**config.mk**
```make
export PLATFORM = sky130hd
export DESIGN_NAME = bp_pkt_arbiter
export DESIGN_NICKNAME = d
export VERILOG_FILES = /design/src/rtl/bp_pkt_arbiter_pkg.sv /design/src/rtl/bp_pkt_arbiter_rr_pick.sv /design/src/rtl/bp_pkt_arbiter.sv
export SDC_FILE = /design/constraint.sdc
export NUM_CORES = 1
export LEC_CHECK = 0
export CAP_MARGIN = 20
export CORE_UTILIZATION = 40
export CTS_CLUSTER_DIAMETER = 120
export DETAILED_ROUTE_END_ITERATION = 8
export PLACE_DENSITY = 0.82
export SLEW_MARGIN = 10
export SYNTH_ARGS = -nofsm -noshare
export SYNTH_HDL_FRONTEND = slang
export SYNTH_SLANG_ARGS = --single-unit
```
**constraint.sdc**
```tcl
create_clock -name i_clk -period 3.4 [get_ports i_clk]
set_input_delay 1.02 -clock i_clk [delete_from_list [all_inputs] [get_ports i_clk]]
set_output_delay 1.02 -clock i_clk [all_outputs]
set_load 0.05 [all_outputs]
```
**src/rtl/bp_pkt_arbiter_pkg.sv**
```systemverilog
// Shared types and helpers for the BytePipe packet arbiter.
package bpArbPkg;

  localparam int unsigned GRANT_W         = 3;
  localparam logic [3:0]  HDR_TAG_DEFAULT = 4'hC;

  typedef enum logic [1:0] {
    IDLE = 2'd0,
    HDR  = 2'd1,
    BODY = 2'd2
  } state_e;

  // Header byte: tag nibble, reserved zero bit, 3-bit source engine index.
  function automatic logic [7:0] hdr_byte(input logic [3:0] tag, input logic [GRANT_W-1:0] sel);
    return {tag, 1'b0, sel};
  endfunction

endpackage

```
**src/rtl/bp_pkt_arbiter_rr_pick.sv**
```systemverilog
// Combinational rotate-priority picker: first requester after i_ptr, wrapping mod N.
module rr_pick
  import bpArbPkg::*;
#(
  parameter int unsigned N = 2
) (
  input  logic [N-1:0]       i_req,
  input  logic [GRANT_W-1:0] i_ptr,
  output logic [GRANT_W-1:0] o_gnt,
  output logic               o_any
);

  int unsigned w_best;

  // Each requester's distance from the slot after i_ptr; the smallest distance wins.
  always_comb begin
    o_gnt  = '0;
    w_best = N;
    for (int unsigned j = 0; j < N; j++) begin
      if (i_req[j] && (((j + 2 * N - 32'(i_ptr) - 1) % N) < w_best)) begin
        w_best = (j + 2 * N - 32'(i_ptr) - 1) % N;
        o_gnt  = GRANT_W'(j);
      end
    end
  end

  assign o_any = |i_req;

endmodule

```
**src/rtl/bp_pkt_arbiter.sv**
```systemverilog
// Round-robin drain of per-engine packet FIFOs onto one BytePipe, each packet
// prefixed by a header byte naming its source engine.
module bp_pkt_arbiter
  import bpArbPkg::*;
#(
  parameter int unsigned N_ENGINE   = 2,
  parameter int unsigned PKT_NBYTES = 8,
  parameter logic [3:0]  HDR_TAG    = HDR_TAG_DEFAULT
) (
  input  logic                  i_clk,
  input  logic                  i_rst,
  input  logic                  i_cg,
  input  logic [N_ENGINE-1:0]   i_enable,
  input  logic [N_ENGINE*8-1:0] i_pktfifo_data,
  input  logic [N_ENGINE-1:0]   i_pktfifo_empty,
  output logic [N_ENGINE-1:0]   o_pktfifo_pop,
  output logic [7:0]            o_bp_data,
  output logic                  o_bp_valid,
  input  logic                  i_bp_ready,
  output logic                  o_busy,
  output logic [2:0]            o_grant
);

  localparam int unsigned CNT_W = $clog2(PKT_NBYTES + 1);

  state_e               r_state;
  state_e               w_state_nxt;
  logic [GRANT_W-1:0]   r_sel;
  logic [GRANT_W-1:0]   r_rr_ptr;
  logic [GRANT_W-1:0]   w_pick;
  logic [CNT_W-1:0]     r_cnt;
  logic                 w_any;
  logic                 w_xfer;
  logic                 w_last;
  logic [N_ENGINE-1:0]  w_req;
  logic [7:0]           w_head;
  logic                 w_head_empty;

  assign w_req = ~i_pktfifo_empty & i_enable;

  rr_pick #(
    .N (N_ENGINE)
  ) u_rr_pick (
    .i_req (w_req),
    .i_ptr (r_rr_ptr),
    .o_gnt (w_pick),
    .o_any (w_any)
  );

  // Head byte and empty flag of the granted FIFO.
  always_comb begin
    w_head       = '0;
    w_head_empty = 1'b1;
    for (int unsigned j = 0; j < N_ENGINE; j++) begin
      if (r_sel == GRANT_W'(j)) begin
        w_head       = i_pktfifo_data[j*8 +: 8];
        w_head_empty = i_pktfifo_empty[j];
      end
    end
  end

  assign w_last = (r_cnt == CNT_W'(PKT_NBYTES - 1));

  always_comb begin
    w_state_nxt   = r_state;
    o_bp_valid    = 1'b0;
    o_bp_data     = '0;
    o_pktfifo_pop = '0;
    w_xfer        = 1'b0;
    unique case (r_state)
      IDLE: begin
        if (i_cg && w_any) w_state_nxt = HDR;
      end
      HDR: begin
        o_bp_valid = 1'b1;
        o_bp_data  = hdr_byte(HDR_TAG, r_sel);
        w_xfer     = i_bp_ready & i_cg;
        if (w_xfer) w_state_nxt = BODY;
      end
      BODY: begin
        o_bp_valid = ~w_head_empty;
        o_bp_data  = w_head;
        w_xfer     = ~w_head_empty & i_bp_ready & i_cg;
        for (int unsigned j = 0; j < N_ENGINE; j++) begin
          if (r_sel == GRANT_W'(j)) o_pktfifo_pop[j] = w_xfer;
        end
        if (w_xfer && w_last) w_state_nxt = IDLE;
      end
      default: w_state_nxt = IDLE;
    endcase
  end

  always_ff @(posedge i_clk or posedge i_rst) begin
    if (i_rst) begin
      r_state  <= IDLE;
      r_sel    <= '0;
      r_rr_ptr <= GRANT_W'(N_ENGINE - 1);
      r_cnt    <= '0;
    end else if (i_cg) begin
      r_state <= w_state_nxt;
      if (r_state == IDLE && w_any) r_sel <= w_pick;
      if (r_state == HDR && w_xfer) r_cnt <= '0;
      if (r_state == BODY && w_xfer) begin
        if (w_last) begin
          r_cnt    <= '0;
          r_rr_ptr <= r_sel;
        end else begin
          r_cnt <= r_cnt + CNT_W'(1);
        end
      end
    end
  end

  assign o_busy  = (r_state != IDLE);
  assign o_grant = r_sel;

endmodule

```
==> key figures, run 1 <==
Clock tree
  – Setup bufs post-CTS: 0
  – Sink Count: 8
  – Htree depth: 1
  – PostCTS Resize Cnt: 0
  – Max Root-Sink Buffers: 2
  – Root Buffer Master: clkbuf_4
  – Post-cts hold buffer count: 0
  – Num CTS Buffers: 3
  – Skew-Pair Late Insertion Delay: 0.26 ns
  – Clk slew on worst S/H paths: around 0.060 ns
  – CTS tree: done

Placed design
  – Global placement routability congestion: 0.8026
  – Cell count after placement: 140
  – PortBufs: 36
  – Dpl hpwl: 1676 um
  – Dpl cell area: around 1200 um2

STA
  – Final slew viol count: 0
  – Worst slew pin tran: 0.5746 ns
  – Layout Skew: between 0.004 and 0.005 ns
  – Fmax: just over 0.3 GHz
  – WHS: 0.5101 ns
  – Setup TNS: 0 ns
  – Finish-stage setup viols: 0
  – Final Hold Vio Count: 0
  – Tmin final: 3.241 ns
  – Unrepaired setup endpoints after global routing: no
  – Final worst-path cycle share: 95.32%
  – Slew headroom: between 60% and 70%

Critical path
  – Reg2Reg Setup Slack: 1.26 ns
  – Crit. End Element: primary output
  – Worst setup SP type: input port
  – Slowest cell on the critical path: clkdlybuf4s50_1
  – Crit-path cells: clkdlybuf4s50_1 -> mux2_4 -> nor2_1 -> o21a_1 -> buf_12
  – CP Buf/Inv Count: 2
  – CP top delay family: buffers and inverters
  – Largest stage delay, worst path: 0.46 ns
  – Critical path class: input port to primary output
  – Critical path required time: around 2.4 ns
  – Top fanout value on the critical path: 3
  – Critical Path AT: around 2.2 ns

Drt
  – Final WL: between 2000 and 2500 um
  – Vias/cell: 5.299
  – DR DRC count: 0
  – Vias post-DR: 763
  – DR pass1 iterations: 4
  – Iter 0 DRT Violations: 16
  – Wirelength per Cell: approximately 14 um
  – Antenna Nets Post-Route: 0

Global route
  – First-pass GRT wire length: around 3200 um
  – Vias in the first global route: 686
  – GRT Util Overall: 22.34%
  – Largest net degree at the start of global routing: 15
  – Initial antenna violation count: 0
  – Total gr overflow: 0

Synth
  – Syn Inst Count: slightly above 80
  – Post-synthesis mux area share: 18.61%
  – Ys Warns: 0
  – Async SR Flop Fraction: 100.0%
  – Post-synthesis compound-gate area fraction: 17.22%
  – Post-synth EDFFs: 0
  – Synthesized area per cell: about 8.7 um2
  – Register area share after synthesis: 28.00%
  – Simple-gate area share of the yosys netlist: 20.17%
  – Combinational family with the most area after synthesis: simple AND/OR/NAND/NOR gates
  – Ys flop type: dfrtp_1
  – Synthesized cell area: 719.4 um2
  – Post-synth cell types: 34
  – Register bit total from synthesis: 8
  – Synth Area in XOR/XNOR: 0%
  – Post-synthesis adder-cell area fraction: between 6 and 7%

Floorplan
  – Row count: 14
  – DIE WIDTH: 44.41 um
  – Initial Util: 45.13%
  – I/O Pins: 39
  – Die H: 44.41 um
  – Core ar.: 1594 um2
  – Die Area: 1972 um2

Status
  – Status: finished clean

Hold path
  – Worst min path class: flip-flop to flip-flop

Layout
  – Nets: ~150
  – Fin cells: 144
  – Finished Cell Area: about 1200 um2
  – # diodes: 0
  – Area Growth Syn to Fin: 71.65%
  – Share of cells above drive strength 1: 19.17%

Pwr
  – Sw Pwr: 0.4991 mW
  – Flop pwr share: 19.4%
  – Cell leakage power: 0.5277 nW
  – P_int: 0.5158 mW
  – Clock share of power: 8.1%
  – Switching Share: 49.17%
  – Worst IR drop on VDD: 583.4 uV
  – P per Cell Area: 821.8 nW/um2
  – Comb pwr share: 72.5%

Flow run
  – Max Cap Viol: 0
worst paths after layout:
path                                         from                      end  cells past startpoint
setup / recovery               i_pktfifo_empty[1]               o_bp_valid                      5
hold / removal               r_cnt[0]$_DFFE_PP0P_     r_cnt[0]$_DFFE_PP0P_                      1
setup reg to reg           r_state[0]$_DFFE_PP0P_  r_rr_ptr[0]$_DFFE_PP1P_                      6
hold reg to reg              r_cnt[0]$_DFFE_PP0P_     r_cnt[0]$_DFFE_PP0P_                      1
max in group asynchronous                   i_rst  r_rr_ptr[0]$_DFFE_PP1P_                      2
min in group asynchronous                   i_rst   r_state[1]$_DFFE_PP0P_                      2
registers in the layout (all words and copies together), names as in the netlist:
| register | cells |
|---|---|
| r_cnt | 4 |
| r_state | 2 |
| o_grant | 1 |
| r_rr_ptr | 1 |
stage by stage:
| stage | power [mW] | setup slack (ns) | util, % |
|---|---|---|---|
| floorplan | 0.6401 | 0.04964 | - |
| global placement | 0.9145 | 0.1955 | 75.82 |
| detailed placement | 0.9332 | 0.1584 | 75.82 |
| CTS | 1.018 | 0.1496 | 77.47 |
| global route | 1.067 | 0.08404 | 77.47 |
| finish | 1.015 | 0.1591 | 77.47 |
cells by family after synthesis:
family	after synthesis
adders and majority gates	4
and+or+nand+nor	27
muxes	12
other	1
DFF	8
AOI/OAI and AO/OA	17
buffers and inverters	14
power groups by stage:
stage                     Combinational [mW]  Clock, mW  Sequential, mW
final                                  0.736     0.0818           0.197
after global placement                 0.720          0           0.195
after global routing                   0.774     0.0890           0.204
after floorplan                        0.451          0           0.189
after CTS                              0.737     0.0843           0.197
after detailed placement               0.735          0           0.198
synth_stat cells, drive strengths merged, types with 3 or more instances:
master | count | area, um2
mux2i | 7 | 70.07
nor2b | 3 | 18.77
mux2 | 5 | 63.81
a21oi | 4 | 20.02
buf | 4 | 23.76
ha | 4 | 50.05
nand4 | 4 | 25.02
inv | 9 | 33.78
nand3 | 5 | 25.02
o21ai | 3 | 26.28
dfrtp | 7 | 175.2
nor2 | 6 | 22.52
placed cells by master (no fill, tap or decap), types with 2 or more instances in the layout:
master and count:
clkdlybuf4s50_1 25, a41oi_1 2, mux2_4 2, inv_1 9
mux2i_1 7, buf_12 11, mux2_2 3, nand4_1 4
nand3_1 5, nor2b_1 3, o21ai_0 2, ha_1 4
conb_1 2, clkbuf_4 3, dfrtp_1 7, nor2_1 6
a21oi_1 4, nand2_1 2, nor3_1 2, a21o_1 2
area by class of cell:
class                   count  area (um2)
clock buffers               4       26.28
fillers                   101       359.1
inverters                   9       33.78
multi-input cells          62       465.4
flip-flops and latches      8       201.4
well taps                  24       30.03
repair buffers             37       478.0
layer usage:
metal	global-route usage, %	vias to the layer above	routed length, um
met3	7.347	2	139
met1	30.48	357	894
li1	-	370	-
met2	35.00	34	1000
met4	3.636	0	6
met5	0	-	0
Note: power is estimated with default switching activity, not from simulation.
==> run 2, diff against run 1 <==
GPL_TIMING_DRIVEN = 0   (was not set)
==> key figures, run 2 (same netlist as run 1, synthesis figures left out) <==
Status
  – Status: finished clean

Pwr
  – Sw Pwr: 0.4787 mW (-4.1%)
  – Cell leakage power: 0.5044 nW (-4.4%)
  – P_int: 0.4076 mW (-21%)
  – Clock share of power: 9.0% (+0.9 points)
  – Tot Pwr: 0.8863 mW (-13%)
  – Flop pwr share: 19.9% (+0.5 points)
  – Comb pwr share: 71.1% (-1.4 points)
  – P per Cell Area: 796.8 nW/um2 (-3.0%)
  – Switching Share: 54.01% (+4.8 points)
  – Worst IR drop on VDD: 558.7 uV (-4.2%)

Drt
  – Antenna Nets Post-Route: 0 (unchanged)
  – Vias/cell: 5.082 (-4.1%)
  – Iter 0 DRT Violations: 22 (+6)
  – DR DRC count: 0 (unchanged)
  – Vias post-DR: 747 (-2.1%)
  – Final WL: 1988 um (-2.5%)
  – DR pass1 iterations: 4 (unchanged)
  – Wirelength per Cell: 13.52 um (-4.5%)

Floorplan
  – Die Area: 1972 um2 (unchanged)
  – Core ar.: 1594 um2 (unchanged)
  – DIE WIDTH: 44.41 um (unchanged)
  – Initial Util: 45.13% (unchanged)
  – Die H: 44.41 um (unchanged)
  – Row count: 14 (unchanged)
  – I/O Pins: 39 (unchanged)

STA
  – Tmin final: 3.334 ns (+0.09320 ns)
  – Final Hold Vio Count: 0 (unchanged)
  – Final worst-path cycle share: 98.06% (+2.7 points)
  – Setup TNS: 0 ns (unchanged)
  – Slew headroom: 59.67% (-2.0 points)
  – Unrepaired setup endpoints after global routing: no
  – Fmax: 0.2999 GHz (-2.8%)
  – Final slew viol count: 0 (unchanged)
  – Finish-stage setup viols: 0 (unchanged)
  – WHS: 0.5109 ns (+0.0008140 ns)
  – Layout Skew: 0.01076 ns (+0.005985 ns)
  – Worst slew pin tran: 0.6050 ns (+0.03035 ns)

Critical path
  – Top fanout value on the critical path: 1 (-2)
  – Reg2Reg Setup Slack: 1.33 ns (+0.07 ns)
  – Crit-path cells: clkdlybuf4s50_1 -> mux2_2 -> a21oi_1 -> nor2b_1 -> dlygate4sd2_1
  – Critical path class: input port to primary output
  – Worst setup SP type: input port
  – Largest stage delay, worst path: 0.53 ns (+0.07 ns)
  – CP top delay family: buffers and inverters
  – Crit. End Element: primary output
  – CP Buf/Inv Count: 2 (unchanged)
  – Critical Path AT: 2.31 ns (+0.09 ns)
  – Critical path required time: 2.38 ns (about the same)
  – Slowest cell on the critical path: dlygate4sd2_1

Layout
  – Share of cells above drive strength 1: 15.45% (-3.7 points)
  – Biggest regs: r_cnt x4, r_state x2
  – Fillers: 140 (+39%)
  – Commonest cells after routing, fill and taps aside: clkdlybuf4s50_1 (24), inv_1 (9), mux2i_1 (7), dfrtp_1 (7), nor2_1 (6)
  – # diodes: 0 (unchanged)
  – Nets: 152 (+2.0%)
  – Multi-input logic area: 465.4 um2 (unchanged)
  – Reg with most FFs: r_cnt
  – Reg area: 201.4 um2 (unchanged)
  – Commonest non-fill, non-tap cell in the layout: clkdlybuf4s50_1
  – Area Growth Syn to Fin: 54.61%
  – Max reg flops: 4 (unchanged)

Clock tree
  – Num CTS Buffers: 3 (unchanged)
  – Post-cts hold buffer count: 0 (unchanged)
  – Htree depth: 1 (unchanged)
  – Max Root-Sink Buffers: 2 (unchanged)
  – CTS tree: done
  – Skew-Pair Late Insertion Delay: 0.26 ns (about the same)
  – Sink Count: 8 (unchanged)
  – Clk slew on worst S/H paths: 0.06 ns (about the same)
  – Root Buffer Master: clkbuf_4

Global route
  – First-pass GRT wire length: 3222 um (+1.7%)
  – Initial antenna violation count: 0 (unchanged)
  – Largest net degree at the start of global routing: 11 (-4)
  – Total gr overflow: 0 (unchanged)
  – GRT Util Overall: 22.82% (+0.48 points)
  – Vias in the first global route: 671 (-2.2%)

Placed design
  – Global placement routability congestion: 0.7503 (-6.5%)
  – PortBufs: 35 (-2.8%)
  – Dpl hpwl: 1599 um (-4.6%)

Hold path
  – Worst min path class: flip-flop to flip-flop

Flow run
  – Max Cap Viol: 0 (unchanged)
## run 2: cell count changes in the layout (fill, tap and decap cells not counted), sizes merged
cell / delta
clkdlybuf4s50: -1
buf: -7
dlygate4sd2: +3
clkdlybuf4s15: +4
clkbuf: +4
## run 2: worst reg2reg max path, stage by stage (launching register included)
cell and delay (ns):
dfrtp_1 0.38, inv_1 0.08, ha_1 0.40, nand4_1 0.17, o21ai_4 0.27, or3b_1 0.40
mux2_4 0.30
## run 2: layer usage
metal	share of wire [%]	track usage (%)	wire [um]
met1	47	32.49	934
met2	46	35.00	922
met3	5.8	6.531	115
met4	0.75	3.636	15
met5	0	0	0
## run 2: final timing paths
check / startpoint / endpoint / depth (start not counted)
min in group asynchronous: i_rst / r_state[1]$_DFFE_PP0P_ / 2
max reg2reg: r_state[0]$_DFFE_PP0P_ / r_rr_ptr[0]$_DFFE_PP1P_ / 6
max in group asynchronous: i_rst / r_rr_ptr[0]$_DFFE_PP1P_ / 2
min: r_cnt[0]$_DFFE_PP0P_ / r_cnt[0]$_DFFE_PP0P_ / 1
min reg2reg: r_cnt[0]$_DFFE_PP0P_ / r_cnt[0]$_DFFE_PP0P_ / 1
max: i_pktfifo_data[6] / o_bp_data[6] / 5
## run 2: final cells by class
class | instances | share of cell area, %
Multi-Input combinational cell | 62 | 41.84
Timing Repair Buffer | 35 | 29.47
Sequential cell | 8 | 18.11
Inverter | 9 | 3.037
Tap cell | 24 | 2.700
Buffer | 5 | 2.475
Clock buffer | 4 | 2.362
## run 2: power groups by stage
| stage | registers (mW) | logic [mW] | clock network [mW] |
|---|---|---|---|
| global route | 0.182 | 0.672 | 0.0911 |
| global placement | 0.174 | 0.640 | 0 |
| detailed placement | 0.176 | 0.658 | 0 |
| floorplan | 0.189 | 0.451 | 0 |
| CTS | 0.175 | 0.634 | 0.0841 |
| finish | 0.176 | 0.630 | 0.0800 |
## run 2: timing repair
action                                  CTS  global route
buffers inserted                          0             0
endpoints found under the setup margin   11             7
cloned                                    0             0
gates resized for setup                  17            10
## run 2: per-stage QoR
step | worst slack, ns | cell area [um2] | std cells | util (%)
after floorplan | 0.04964 | 728.2 | 84 | -
after global placement | -0.4316 | 1109 | 143 | 69.54
after detailed placement | -0.4234 | 1109 | 143 | 69.54
after CTS | 0.001709 | 1126 | 147 | 70.64
after global routing | 0.001035 | 1112 | 147 | 69.78
final | 0.06590 | 1112 | 147 | 69.78
==> run 3, diff against run 2 <==
SETUP_SLACK_MARGIN = 0.3   (was not set)
==> key figures, run 3 (same netlist as run 1, synthesis figures left out) <==
Status
  – Status: finished clean

Layout
  – Reg with most FFs: r_cnt
  – Reg area: 201.4 um2 (unchanged)
  – Area Growth Syn to Fin: 60.35%
  – # diodes: 0 (unchanged)
  – Biggest regs: r_cnt x4, r_state x2
  – Nets: 152 (unchanged)
  – Multi-input logic area: 479.2 um2 (+3.0%)
  – Commonest non-fill, non-tap cell in the layout: clkdlybuf4s50_1
  – Max reg flops: 4 (unchanged)
  – Fin cells: 147 (unchanged)
  – Commonest cells after routing, fill and taps aside: clkdlybuf4s50_1 (21), inv_1 (9), mux2i_1 (7), dfrtp_1 (7), nor2_1 (6)
  – Share of cells above drive strength 1: 23.58% (+8.1 points)
  – Fillers: 118 (-16%)

Pwr
  – Cell leakage power: 0.5188 nW (+2.9%)
  – P per Cell Area: 806.9 nW/um2 (+1.3%)
  – Worst IR drop on VDD: 546.7 uV (-2.1%)

Drt
  – DR pass1 iterations: 4 (unchanged)
  – Vias/cell: 4.993 (-1.7%)
  – Iter 0 DRT Violations: 12 (-45%)
  – Final WL: 1980 um (-0.40%)
  – Antenna Nets Post-Route: 0 (unchanged)
  – Wirelength per Cell: 13.47 um (-0.40%)
  – DR DRC count: 0 (unchanged)
  – Vias post-DR: 734 (-1.7%)

Placed design
  – PortBufs: 35 (unchanged)
  – Dpl ws: -0.4646 ns (-0.04128 ns)
  – Dpl hpwl: 1613 um (+0.92%)
  – Global placement routability congestion: 0.7438 (-0.87%)
  – Cell count after placement: 143 (unchanged)

Floorplan
  – Initial Util: 45.13% (unchanged)
  – Core ar.: 1594 um2 (unchanged)
  – Die H: 44.41 um (unchanged)
  – DIE WIDTH: 44.41 um (unchanged)
  – Die Area: 1972 um2 (unchanged)
  – Row count: 14 (unchanged)
  – I/O Pins: 39 (unchanged)

STA
  – Worst slew pin tran: 0.6053 ns (+0.0002763 ns)
  – Final Hold Vio Count: 0 (unchanged)
  – Unrepaired setup endpoints after global routing: yes
  – Setup TNS: 0 ns (unchanged)
  – Final worst slack: 0.3255 ns (+0.2596 ns)
  – Fmax: 0.3253 GHz (+8.4%)
  – Slew headroom: 59.65% (about the same)
  – Final worst-path cycle share: 90.43% (-7.6 points)
  – Tmin final: 3.074 ns (-0.2596 ns)
  – Layout Skew: 0.001443 ns (-0.009320 ns)
  – Finish-stage setup viols: 0 (unchanged)
  – Final slew viol count: 0 (unchanged)

Critical path
  – Crit. End Element: primary output
  – Top fanout value on the critical path: 1 (unchanged)
  – Critical Path AT: 2.05 ns (-0.26 ns)
  – Reg2Reg Depth: 6 (unchanged)
  – Worst setup SP type: input port
  – Worst r2r src: r_state[0]$_DFFE_PP0P_
  – CP Launch Point: i_pktfifo_data[3]
  – Critical path class: input port to primary output
  – Critical path required time: 2.38 ns (about the same)

Clock tree
  – Num CTS Buffers: 3 (unchanged)
  – CTS tree: done
  – Sink Count: 8 (unchanged)
  – Clk slew on worst S/H paths: 0.06 ns (about the same)
  – Max Root-Sink Buffers: 2 (unchanged)
  – Skew-Pair Late Insertion Delay: 0.26 ns (about the same)
  – Htree depth: 1 (unchanged)
  – Root Buffer Master: clkbuf_4
  – Post-cts hold buffer count: 0 (unchanged)

Hold path
  – Worst min path class: flip-flop to flip-flop
  – Hold Crit Depth: 1 (unchanged)
  – Worst hold start: r_cnt[0]$_DFFE_PP0P_

Global route
  – GRT Util Overall: 21.27% (-1.5 points)
  – Largest net degree at the start of global routing: 11 (unchanged)
  – First-pass GRT wire length: 2987 um (-7.3%)
  – Total gr overflow: 0 (unchanged)
  – Vias in the first global route: 658 (-1.9%)
  – Initial antenna violation count: 0 (unchanged)

Flow run
  – Max Cap Viol: 0 (unchanged)
-- run 3: cell count changes in the layout (fill, tap and decap cells not counted), moves of 2 or more --
cell	before	now
clkbuf_2	3	1
clkdlybuf4s15_1	3	0
clkdlybuf4s15_2	1	4
clkdlybuf4s50_1	24	21
buf_6	0	5
-- run 3: worst paths after layout --
path                                            to  slack, ns
max reg2reg                r_rr_ptr[0]$_DFFE_PP1P_       1.39
min reg2reg                   r_cnt[0]$_DFFE_PP0P_       0.51
max                                   o_bp_data[3]       0.33
min in group asynchronous     r_cnt[3]$_DFFE_PP0P_       1.00
max in group asynchronous  r_rr_ptr[0]$_DFFE_PP1P_       2.11
min                           r_cnt[0]$_DFFE_PP0P_       0.51
-- run 3: worst max-delay path: stages --
cell	delay, ns
clkdlybuf4s50_1	0.47
mux2i_1	0.06
nor2_1	0.12
clkdlybuf4s15_2	0.38
-- run 3: report_power, final --
part	switching (mW)	total [mW]	leakage, nW	internal (mW)
sequential	0.0393	0.175	0.0940	0.136
combinational	0.411	0.673	0.410	0.262
clock	0.0371	0.0823	0.0150	0.0452
-- run 3: routing by layer --
metal  share of wire, %  track usage, %
met5                  0               0
met3                5.6           8.163
met2                 48           34.12
met4               0.61           1.818
met1                 46           28.35
-- run 3: metrics by stage --
stage          hold slack, ns  total power [mW]  cell area, um2  util, %
3_5_place_dp           0.5063            0.8344            1114    69.86
2_1_floorplan          0.4774            0.6414           733.2        -
5_1_grt                0.5372            0.9836            1154    72.37
4_1_cts                0.5140            0.9161            1137    71.35
3_3_place_gp           0.4937            0.8172            1114    69.86
6_report               0.5088            0.9308            1154    72.37
-- run 3: layout make-up --
| type | count | area share [%] |
|---|---|---|
| Buffer | 5 | 2.495 |
| Clock buffer | 4 | 2.278 |
| Inverter | 9 | 2.928 |
| Multi-Input combinational cell | 62 | 41.54 |
| Sequential cell | 8 | 17.46 |
| Tap cell | 24 | 2.603 |
| Timing Repair Buffer | 35 | 30.69 |
-- run 3: what timing repair did --
| action | in CTS | in global routing |
|---|---|---|
| buffers inserted | 0 | 0 |
| gates cloned | 0 | 0 |
| endpoints found under the hold margin | 0 | 0 |
| pin swaps | 0 | 1 |
| endpoints found under the setup margin | 11 | 9 |
| gates resized for setup | 55 | 11 |
